**src/rtl/stack_op_sequencer_if.sv**
```systemverilog
// Request/response/redirect bundle between an upstream requester and the stack op sequencer.
// The master modport is the requester; the slave modport is the sequencer.
interface stack_op_sequencer_if #(
   parameter int WL = 32
);
   logic          req_valid;
   logic [1:0]    req_op;
   logic [WL-1:0] req_data;
   logic          req_ready;
   logic          rsp_valid;
   logic          rsp_ready;
   logic [WL-1:0] rsp_data;
   logic          rsp_fault;
   logic          redirect_valid;
   logic [WL-1:0] redirect_pc;

   modport master (
      output req_valid, req_op, req_data, rsp_ready,
      input  req_ready, rsp_valid, rsp_data, rsp_fault, redirect_valid, redirect_pc
   );

   modport slave (
      input  req_valid, req_op, req_data, rsp_ready,
      output req_ready, rsp_valid, rsp_data, rsp_fault, redirect_valid, redirect_pc
   );
endinterface

```
**src/rtl/stack_op_sequencer.sv**
```systemverilog
// Front-end for the N x WL hardware stack: pre-checks full/empty, issues one strobe per request.
// Define STACK_SEQ_PEEK_EN to enable op 11 as PEEK (pop, then push the word back).
module stack_op_sequencer #(
   parameter int WL = 32,
   parameter int N  = 32
) (
   input  logic                     CLK,
   input  logic                     RESET,
   stack_op_sequencer_if.slave      bus,
   output logic                     stk_push,
   output logic                     stk_pop,
   output logic [WL-1:0]            stk_dio,
   input  logic                     stk_full,
   input  logic                     stk_empty,
   input  logic                     stk_error,
   input  logic [WL-1:0]            stk_data,
   output logic [$clog2(N+1)-1:0]   occ
);
   localparam int OW = $clog2(N+1);
   localparam logic [OW-1:0] OCC_MAX = OW'(N);

   localparam logic [1:0] OP_PUSH = 2'b00;
   localparam logic [1:0] OP_POP  = 2'b01;
   localparam logic [1:0] OP_RET  = 2'b10;
   localparam logic [1:0] OP_PEEK = 2'b11;

   localparam logic [2:0] S_IDLE    = 3'd0;
   localparam logic [2:0] S_ISSUE   = 3'd1;
   localparam logic [2:0] S_WAIT    = 3'd2;
`ifdef STACK_SEQ_PEEK_EN
   localparam logic [2:0] S_RESTORE = 3'd3;
`endif
   localparam logic [2:0] S_RESP    = 3'd4;

   logic [2:0]    state, state_d;
   logic [1:0]    op_q;
   logic [WL-1:0] data_q, word_q, pc_q;
   logic          fault_q, ready_q, redir_q;
   logic          accept, refuse;

   assign accept = bus.req_valid & ready_q;

   // NOTE: every signal assigned in always_comb gets a default first so no latch is inferred.
   always_comb begin
      refuse = 1'b0;
      case (bus.req_op)
         OP_PUSH: refuse = stk_full;
         OP_POP,
         OP_RET:  refuse = stk_empty;
`ifdef STACK_SEQ_PEEK_EN
         OP_PEEK: refuse = stk_empty;
`else
         OP_PEEK: refuse = 1'b1;
`endif
         default: refuse = 1'b1;
      endcase
   end

   always_comb begin
      state_d = state;
      case (state)
         S_IDLE:  if (accept) state_d = refuse ? S_RESP : S_ISSUE;
         S_ISSUE: state_d = S_WAIT;
`ifdef STACK_SEQ_PEEK_EN
         S_WAIT:    state_d = (op_q == OP_PEEK && !stk_error) ? S_RESTORE : S_RESP;
         S_RESTORE: state_d = S_RESP;
`else
         S_WAIT:  state_d = S_RESP;
`endif
         S_RESP:  if (bus.rsp_ready) state_d = S_IDLE;
         default: state_d = S_IDLE;
      endcase
   end

   // NOTE: state is updated with non-blocking assignments so all registers see pre-edge values.
   always_ff @(posedge CLK or negedge RESET) begin
      if (!RESET) begin
         state   <= S_IDLE;
         op_q    <= OP_PUSH;
         data_q  <= '0;
         word_q  <= '0;
         pc_q    <= '0;
         fault_q <= 1'b0;
         ready_q <= 1'b0;
         redir_q <= 1'b0;
         occ     <= '0;
      end else begin
         state   <= state_d;
         ready_q <= (state_d == S_IDLE);
         redir_q <= 1'b0;
         case (state)
            S_IDLE: if (accept) begin
               op_q    <= bus.req_op;
               data_q  <= bus.req_data;
               fault_q <= refuse;
               word_q  <= '0;
            end
            S_WAIT: begin
               fault_q <= stk_error;
               word_q  <= (op_q == OP_PUSH) ? data_q : stk_data;
               if (!stk_error) begin
                  case (op_q)
                     OP_PUSH: if (occ != OCC_MAX) occ <= occ + 1'b1;
                     OP_POP:  if (occ != '0) occ <= occ - 1'b1;
                     OP_RET: begin
                        if (occ != '0) occ <= occ - 1'b1;
                        redir_q <= 1'b1;
                        pc_q    <= stk_data;
                     end
                     default: ;
                  endcase
               end
            end
            default: ;
         endcase
      end
   end

   // Strobes decode straight from state so an async reset drops them at once.
`ifdef STACK_SEQ_PEEK_EN
   assign stk_push = (state == S_ISSUE && op_q == OP_PUSH) || (state == S_RESTORE);
   assign stk_dio  = (state == S_RESTORE) ? word_q :
                     (state == S_ISSUE && op_q == OP_PUSH) ? data_q : '0;
`else
   assign stk_push = (state == S_ISSUE && op_q == OP_PUSH);
   assign stk_dio  = stk_push ? data_q : '0;
`endif
   assign stk_pop  = (state == S_ISSUE && op_q != OP_PUSH);

   assign bus.req_ready      = ready_q;
   assign bus.rsp_valid      = (state == S_RESP);
   assign bus.rsp_data       = word_q;
   assign bus.rsp_fault      = fault_q;
   assign bus.redirect_valid = redir_q;
   assign bus.redirect_pc    = pc_q;
endmodule

```
**src/flat_wrapper.sv**
```systemverilog
// flat-port wrapper written by rule: the top's interface ports become plain ports
module stack_op_sequencer_flat 
#(
   parameter int WL = 32,
   parameter int N  = 32
)
  (CLK, RESET, stk_push, stk_pop, stk_dio, stk_full, stk_empty, stk_error, stk_data, occ, bus_req_valid, bus_req_op, bus_req_data, bus_rsp_ready, bus_req_ready, bus_rsp_valid, bus_rsp_data, bus_rsp_fault, bus_redirect_valid, bus_redirect_pc);
  stack_op_sequencer_if #(.WL(WL)) bus_i ();
  input  logic CLK;
  input  logic RESET;
  output logic stk_push;
  output logic stk_pop;
  output logic [WL-1:0] stk_dio;
  input  logic stk_full;
  input  logic stk_empty;
  input  logic stk_error;
  input  logic [WL-1:0] stk_data;
  output logic [$clog2(N+1)-1:0] occ;
  input wire logic [$bits(bus_i.req_valid)-1:0] bus_req_valid;
  input wire logic [$bits(bus_i.req_op)-1:0] bus_req_op;
  input wire logic [$bits(bus_i.req_data)-1:0] bus_req_data;
  input wire logic [$bits(bus_i.rsp_ready)-1:0] bus_rsp_ready;
  output wire logic [$bits(bus_i.req_ready)-1:0] bus_req_ready;
  output wire logic [$bits(bus_i.rsp_valid)-1:0] bus_rsp_valid;
  output wire logic [$bits(bus_i.rsp_data)-1:0] bus_rsp_data;
  output wire logic [$bits(bus_i.rsp_fault)-1:0] bus_rsp_fault;
  output wire logic [$bits(bus_i.redirect_valid)-1:0] bus_redirect_valid;
  output wire logic [$bits(bus_i.redirect_pc)-1:0] bus_redirect_pc;
  assign bus_i.req_valid = bus_req_valid;
  assign bus_i.req_op = bus_req_op;
  assign bus_i.req_data = bus_req_data;
  assign bus_i.rsp_ready = bus_rsp_ready;
  assign bus_req_ready = bus_i.req_ready;
  assign bus_rsp_valid = bus_i.rsp_valid;
  assign bus_rsp_data = bus_i.rsp_data;
  assign bus_rsp_fault = bus_i.rsp_fault;
  assign bus_redirect_valid = bus_i.redirect_valid;
  assign bus_redirect_pc = bus_i.redirect_pc;
  stack_op_sequencer #(.WL(WL), .N(N)) u_core (.CLK(CLK), .RESET(RESET), .bus(bus_i), .stk_push(stk_push), .stk_pop(stk_pop), .stk_dio(stk_dio), .stk_full(stk_full), .stk_empty(stk_empty), .stk_error(stk_error), .stk_data(stk_data), .occ(occ));
endmodule
```
**config.mk**
```make
export PLATFORM = sky130hd
export DESIGN_NAME = stack_op_sequencer_flat
export DESIGN_NICKNAME = d
export VERILOG_FILES = /design/src/rtl/stack_op_sequencer_if.sv /design/src/rtl/stack_op_sequencer.sv /design/src/flat_wrapper.sv
export SDC_FILE = /design/constraint.sdc
export NUM_CORES = 1
export LEC_CHECK = 0
export CAP_MARGIN = 20
export CORE_ASPECT_RATIO = 2
export CORE_MARGIN = 5
export CORE_UTILIZATION = 45
export DETAILED_ROUTE_END_ITERATION = 10
export PLACE_DENSITY_LB_ADDON = 0.15
export SLEW_MARGIN = 20
export SYNTH_ARGS = -nofsm -noshare
export SYNTH_HDL_FRONTEND = slang
export SYNTH_SLANG_ARGS = --single-unit
```
**constraint.sdc**
```tcl
create_clock -name CLK -period 2.9 [get_ports CLK]
set_input_delay 0.29 -clock CLK [delete_from_list [all_inputs] [get_ports CLK]]
set_output_delay 0.29 -clock CLK [all_outputs]
set_load 0.005 [all_outputs]
```
==> impl_metrics.py, run 1 <==
metrics = {
    "detailed_routing": {
        "ant_nets": 0,
        "drc": 0,
        "drt_first_iter_violations": 125,
        "vias_per_cell": 5.41,
        "drt_first_pass_iters": 4,
        "wirelength_mm": 13.9,
        "vias": 3869,
        "wire_per_inst_um": 19.5,
    },
    "sta": {
        "rsz0062_at_grt": "no",
        "period_share": 0.902,
        "slew_headroom": 0.552,
        "period_needed_ns": 2.62,
        "finalSetupViolCount": 0,
        "fmaxAchievable_ghz": 0.382,
        "hold_ws_ns": 0.00774,
        "totalNegativeSetupSlack_ns": 0,
        "hold_viol": 0,
        "slew_viol_final": 0,
        "finalClockSkew_ns": 0.00996,
        "worst_pin_slew_ns": 0.672,
    },
    "die": {
        "num_rows": 54,
        "die_x_um": 84.3,
        "dieArea_um2": 13400,
        "die_h_um": 159,
        "initial_core_util": 0.457,
        "core_area_um2": 10900,
        "pin_count": 181,
    },
    "placed_design": {
        "dp_hpwl_mm": 10.1,
        "gp_congestion": 0.837,
        "portBuffers": 180,
    },
    "logic_synthesis": {
        "syn_inst": 400,
        "synth_area_um2": 4970,
        "synthesis.nets": 483,
        "synth_edf_count": 0,
        "yosysSeqAreaShare": 0.554,
        "synthSimpleGateAreaFrac": 0.0978,
        "synth_xor_area_frac": 0.00882,
        "synth_fa_ha_area_frac": 0.0267,
        "syn_avg_cell_area_um2": 12.4,
        "yosysWarnings": 0,
        "ys_seq_elements": 110,
        "ys.flop_type": "dfrtp_1",
        "synth_top_family_by_area": "multiplexers",
        "ys_types": 39,
        "async_flop_share": 1.00,
        "synth_compound_area_frac": 0.0637,
        "synth.area.mux_share": 0.218,
    },
    "power_and_ir_drop": {
        "p_per_area_nw_per_um2": 1030,
        "leakage_nw": 3.30,
        "ir_drop_uv": 807,
    },
    "setup_path": {
        "cp_slowest_cell": "ha_2",
        "required_ns": 2.61,
        "start_kind": "flop",
        "crit_type": "reg2out",
        "crit_fanout": 24,
        "end_kind": "primary output",
        "cpPeakStageDelay_ns": 0.59,
        "r2r-start": "u_core.op_q[0]",
        "cpLargestDelayFamily": "buffers and inverters",
        "startpoint": "u_core.op_q[0]",
        "path_buf_inv": 3,
        "r2r_slack_ns": 0.73,
        "worstPathArrival_ns": 2.33,
        "path_cells": "inv_1 -> ha_2 -> buf_12 -> and3_1 -> clkdlybuf4s50_1",
    },
    "clocking": {
        "htreeDepth": 3,
        "clkLatencyLatePin_ns": 0.34,
        "cts.sinks": 110,
        "clk_path_buf_depth": 2,
        "path_clk_slew_ns": 0.07,
        "clock-root-buffer": "clkbuf_16",
        "numCtsBuffers": 9,
        "post_cts_buffers": 0,
        "cts_resized": 0,
        "hold_buffers": 0,
        "cts_tree": "built",
    },
    "grt": {
        "first_global_vias": 4069,
        "track_usage": 0.213,
        "grt_max_degree": 111,
        "antenna_found_initial": 0,
        "grt_pass1_wl_mm": 22.1,
        "overflow": 0,
    },
    "final_layout": {
        "final_nets": 653,
        "area_delta_synth_final_pct": 46.7,
        "nFillCells": 855,
        "diodes": 0,
        "drive_gt1_frac": 0.127,
    },
    "hold_path": {
        "hold_path.class": "in2async",
    },
    "status": {
        "status": "finished clean",
    },
    "flow_run": {
        "drv_cap": 0,
    },
}
sequential cells by signal, indices dropped and copies added (netlist names):
name,count
u_core.bus.redirect_pc,32
u_core.bus.rsp_data,32
u_core.data_q,32
u_core.occ,6
u_core.state,3
u_core.op_q,2
u_core.bus.redirect_valid,1
u_core.bus.req_ready,1
u_core.bus.rsp_fault,1
kinds of logic after synthesis:
kind of cell,count (synthesis)
multiplexers,100
adder cells (fa/ha/maj),10
buffers and inverters,37
AND/OR/NAND/NOR,90
AO/OA/AOI/OAI,48
flip-flops,110
XOR/XNOR,5
cell usage after synthesis, types with 2 or more instances:
cell | n | area share
a21oi_1 | 4 | 0.0040
nand2_1 | 38 | 0.029
nor2b_1 | 2 | 0.0025
a21o_1 | 2 | 0.0030
o22ai_1 | 32 | 0.040
xnor2_1 | 2 | 0.0035
ha_1 | 9 | 0.023
dfrtp_1 | 110 | 0.55
nor2_1 | 2 | 0.0015
mux2_2 | 38 | 0.086
buf_2 | 9 | 0.0091
clkbuf_1 | 20 | 0.015
inv_1 | 7 | 0.0053
mux2i_1 | 33 | 0.067
xor2_1 | 3 | 0.0053
mux2_1 | 29 | 0.066
and3_1 | 32 | 0.040
o21ai_0 | 5 | 0.0050
nor3b_1 | 2 | 0.0030
nand2b_1 | 2 | 0.0025
worst paths after layout:
path,end,cells past startpoint
min in group CLK,u_core.bus.redirect_pc[28],1
setup reg to reg,u_core.occ[5],7
setup / recovery,stk_dio[15],5
hold reg to reg,u_core.bus.redirect_pc[28],1
max in group asynchronous,u_core.state[1],2
hold / removal,u_core.bus.redirect_pc[7],2
layout by cell type (no fill, tap or decap), drive strengths merged:
| master | n |
|---|---|
| clkdlybuf4s50 | 179 |
| dfrtp | 110 |
| mux2 | 67 |
| nand2 | 38 |
| mux2i | 33 |
| and3 | 32 |
| o22ai | 32 |
| clkbuf | 10 |
| buf | 10 |
| ha | 9 |
| inv | 9 |
| o21ai | 5 |
| a21oi | 4 |
| xor2 | 3 |
| nor2 | 3 |
| nor2b | 2 |
| or3b | 2 |
| nand2b | 2 |
| a21o | 2 |
| xnor2 | 2 |
| bufinv | 2 |
| nor3b | 2 |
| clkinv | 2 |
| and4b | 1 |
| and2 | 1 |
| nor3 | 1 |
| nor4 | 1 |
| or4b | 1 |
| a311oi | 1 |
| a211oi | 1 |
| o21a | 1 |
| nor4b | 1 |
| nand3b | 1 |
| or2b | 1 |
| nand3 | 1 |
| o31a | 1 |
| a31oi | 1 |
| fa | 1 |
layer usage:
metal	up-vias	GRT usage	wire [um]
li1	1769	-	-
met1	1939	0.230	4900
met2	132	0.386	7590
met3	29	0.0554	907
met4	0	0.0959	538
met5	-	0	0
where the power goes:
group / switching (mW) / internal, mW / total, mW
sequential: 0.448 / 2.20 / 2.65
clock: 0.561 / 0.787 / 1.35
combinational: 1.48 / 1.99 / 3.47
stage by stage:
stage                     power (mW)  setup slack [ns]   util  instance area [um^2]  instances
after floorplan                 4.46             0.893      -                  4970        400
after global placement          6.03             0.711  0.640                  6960        699
after detailed placement        6.19             0.641  0.640                  6960        699
after CTS                       7.56             0.258  0.670                  7290        715
after global routing            7.98             0.151  0.670                  7290        715
final                           7.47             0.283  0.670                  7290        715
worst register-to-register path, delay by kind of cell (launching register included):
kind,cells,cell delay (ns)
adders and majority gates,2,0.71
and+or+nand+nor,1,0.10
DFF,1,0.38
xor gates and xnor gates,1,0.15
buffers and inverters,1,0.10
AOI/OAI and AO/OA,2,0.62
layout make-up:
| type | instances | area (um^2) | share of cell area |
|---|---|---|---|
| Inverter | 7 | 26.3 | 0.00361 |
| Tap cell | 140 | 175 | 0.0240 |
| Sequential cell | 110 | 2750 | 0.378 |
| Timing Repair Buffer | 189 | 1930 | 0.265 |
| Clock buffer | 10 | 239 | 0.0328 |
| Multi-Input combinational cell | 253 | 2070 | 0.285 |
| Clock inverter | 6 | 91.3 | 0.0125 |
Note: power is estimated with default switching activity, not from simulation.
==> run 2, diff against run 1 <==
CORE_ASPECT_RATIO = 1.25   (was 2)
==> run 2 against run 1 <==
Compared with the run above:
- clock power about the same
- core utilization down 1.1 points
- wire length down 4.6%
- global-route usage down 0.89 points
==> impl_metrics.py, run 2 (synthesized netlist as in run 1, its figures left out) <==
metrics = {
    "setup_path": {
        "reg2reg_to": "u_core.bus.redirect_pc[26]",
        "r2r-start": "u_core.state[2]",
        "cpPeakStageDelay_ns": 0.54,
        "required_ns": 2.61,
        "path_cells": "inv_1 -> ha_2 -> buf_12 -> and3_1 -> clkdlybuf4s50_1",
        "path_buf_inv": 3,
        "ff2ff_path_depth": 4,
        "crit_fanout": 46,
        "startpoint": "u_core.op_q[1]",
        "cp_slowest_cell": "ha_2",
        "end_kind": "primary output",
        "worstPathArrival_ns": 2.44,
        "start_kind": "flop",
        "cpLargestDelayFamily": "buffers and inverters",
        "r2r_slack_ns": 0.59,
        "crit_type": "reg2out",
    },
    "clocking": {
        "path_clk_slew_ns": 0.07,
        "cts_resized": 0,
        "clkLatencyLatePin_ns": 0.34,
        "cts.sinks": 110,
        "numCtsBuffers": 9,
        "htreeDepth": 3,
        "clk_path_buf_depth": 2,
        "clock-root-buffer": "clkbuf_16",
        "cts_tree": "built",
    },
    "grt": {
        "first_global_vias": 4068,
        "overflow": 0,
        "antenna_found_initial": 0,
        "grt_max_degree": 67,
        "grt_pass1_wl_mm": 21.5,
        "track_usage": 0.204,
    },
    "sta": {
        "period_needed_ns": 2.73,
        "hold_viol": 0,
        "slew_viol_final": 0,
        "slew_headroom": 0.368,
        "finalSetupViolCount": 0,
        "rsz0062_at_grt": "no",
        "hold_ws_ns": 0.492,
        "worst_pin_slew_ns": 0.945,
        "finalClockSkew_ns": 0.00644,
        "totalNegativeSetupSlack_ns": 0,
        "period_share": 0.942,
        "fmaxAchievable_ghz": 0.366,
        "worst_slack_ns": 0.168,
    },
    "final_layout": {
        "drive_gt1_frac": 0.124,
        "area_delta_synth_final_pct": 45.6,
        "layout_common_cells": "clkdlybuf4s50_1, dfrtp_1, mux2_2",
        "final_common_cell": "clkdlybuf4s50_1",
        "nFillCells": 882,
        "multi_input_comb_area_um2": 2070,
        "diodes": 0,
        "final_area_um2": 7230,
        "final_nets": 652,
        "regArea_um2": 2750,
    },
    "die": {
        "pin_count": 181,
        "die_h_um": 127,
        "initial_core_util": 0.452,
        "dieArea_um2": 13200,
        "core_area_um2": 11000,
        "num_rows": 43,
        "die_x_um": 104,
    },
    "power_and_ir_drop": {
        "ir_drop_uv": 420,
        "p_per_area_nw_per_um2": 1010,
        "leakage_nw": 3.28,
    },
    "hold_path": {
        "worstHoldEndpoint": "u_core.bus.redirect_pc[29]",
        "min_delay_path_depth": 1,
        "min_from": "u_core.bus.redirect_pc[29]",
        "hold_path.class": "reg2reg",
    },
    "detailed_routing": {
        "drt_first_iter_violations": 138,
        "drt_first_pass_iters": 4,
        "drc": 0,
        "vias": 3757,
        "wirelength_mm": 13.3,
        "wire_per_inst_um": 18.7,
        "ant_nets": 0,
        "vias_per_cell": 5.30,
    },
    "placed_design": {
        "pre_cts_ws_ns": 0.546,
        "dp_hpwl_mm": 9.44,
        "gp_congestion": 0.790,
        "portBuffers": 180,
        "place_area_um2": 6900,
    },
    "status": {
        "status": "finished clean",
    },
    "flow_run": {
        "drv_cap": 0,
    },
}
run 2: cell types whose count changed in the layout (fill, tap and decap cells not counted):
cell / delta
inv_6: -2
clkinv_4: -1
clkinv_2: +1
dlygate4sd3_1: +1
clkinvlp_4: +2
buf_4: +1
buf_12: -3
run 2: where the power goes:
part           total (mW)  internal (mW)  switching (mW)
clock                1.33          0.778           0.551
combinational        3.34           1.93            1.42
sequential           2.65           2.20           0.448
total                7.33           4.91            2.41
run 2: per-layer routing:
layer | global-route usage | routed length, um
met5 | 0 | 0
met4 | 0.0899 | 428
met3 | 0.0697 | 909
met2 | 0.339 | 6740
met1 | 0.240 | 5210
run 2: how the worst max path moves through the flow:
stage	endpoint	slack, ns	cells after the start
2_1_floorplan	u_core.occ[5]	0.89	7
3_3_place_gp	stk_dio[11]	0.59	5
3_5_place_dp	stk_dio[5]	0.55	5
4_1_cts	stk_dio[5]	0.16	5
5_1_grt	stk_dio[14]	0.02	5
6_report	stk_dio[1]	0.17	5
run 2: final cells by class:
type | count | share of cell area
multi-input cells | 253 | 0.287
repair buffers | 188 | 0.261
well taps | 135 | 0.0234
clock inverters | 6 | 0.0118
flip-flops and latches | 110 | 0.381
inverters | 7 | 0.00363
clock buffers | 10 | 0.0330
run 2: metrics by stage:
step,std cells,power (mW),utilization
final,709,7.33,0.659
after global routing,709,7.85,0.659
after CTS,709,7.42,0.659
after detailed placement,692,6.06,0.628
after global placement,692,5.92,0.628
after floorplan,400,4.46,-
run 2: repair_timing:
| action | 4_1_cts | 5_1_grt |
|---|---|---|
| hold endpoints to repair | 45 | 0 |
| hold buffers | 1 | 0 |
| buffers inserted | 0 | 0 |
| setup endpoints to repair | 0 | 0 |
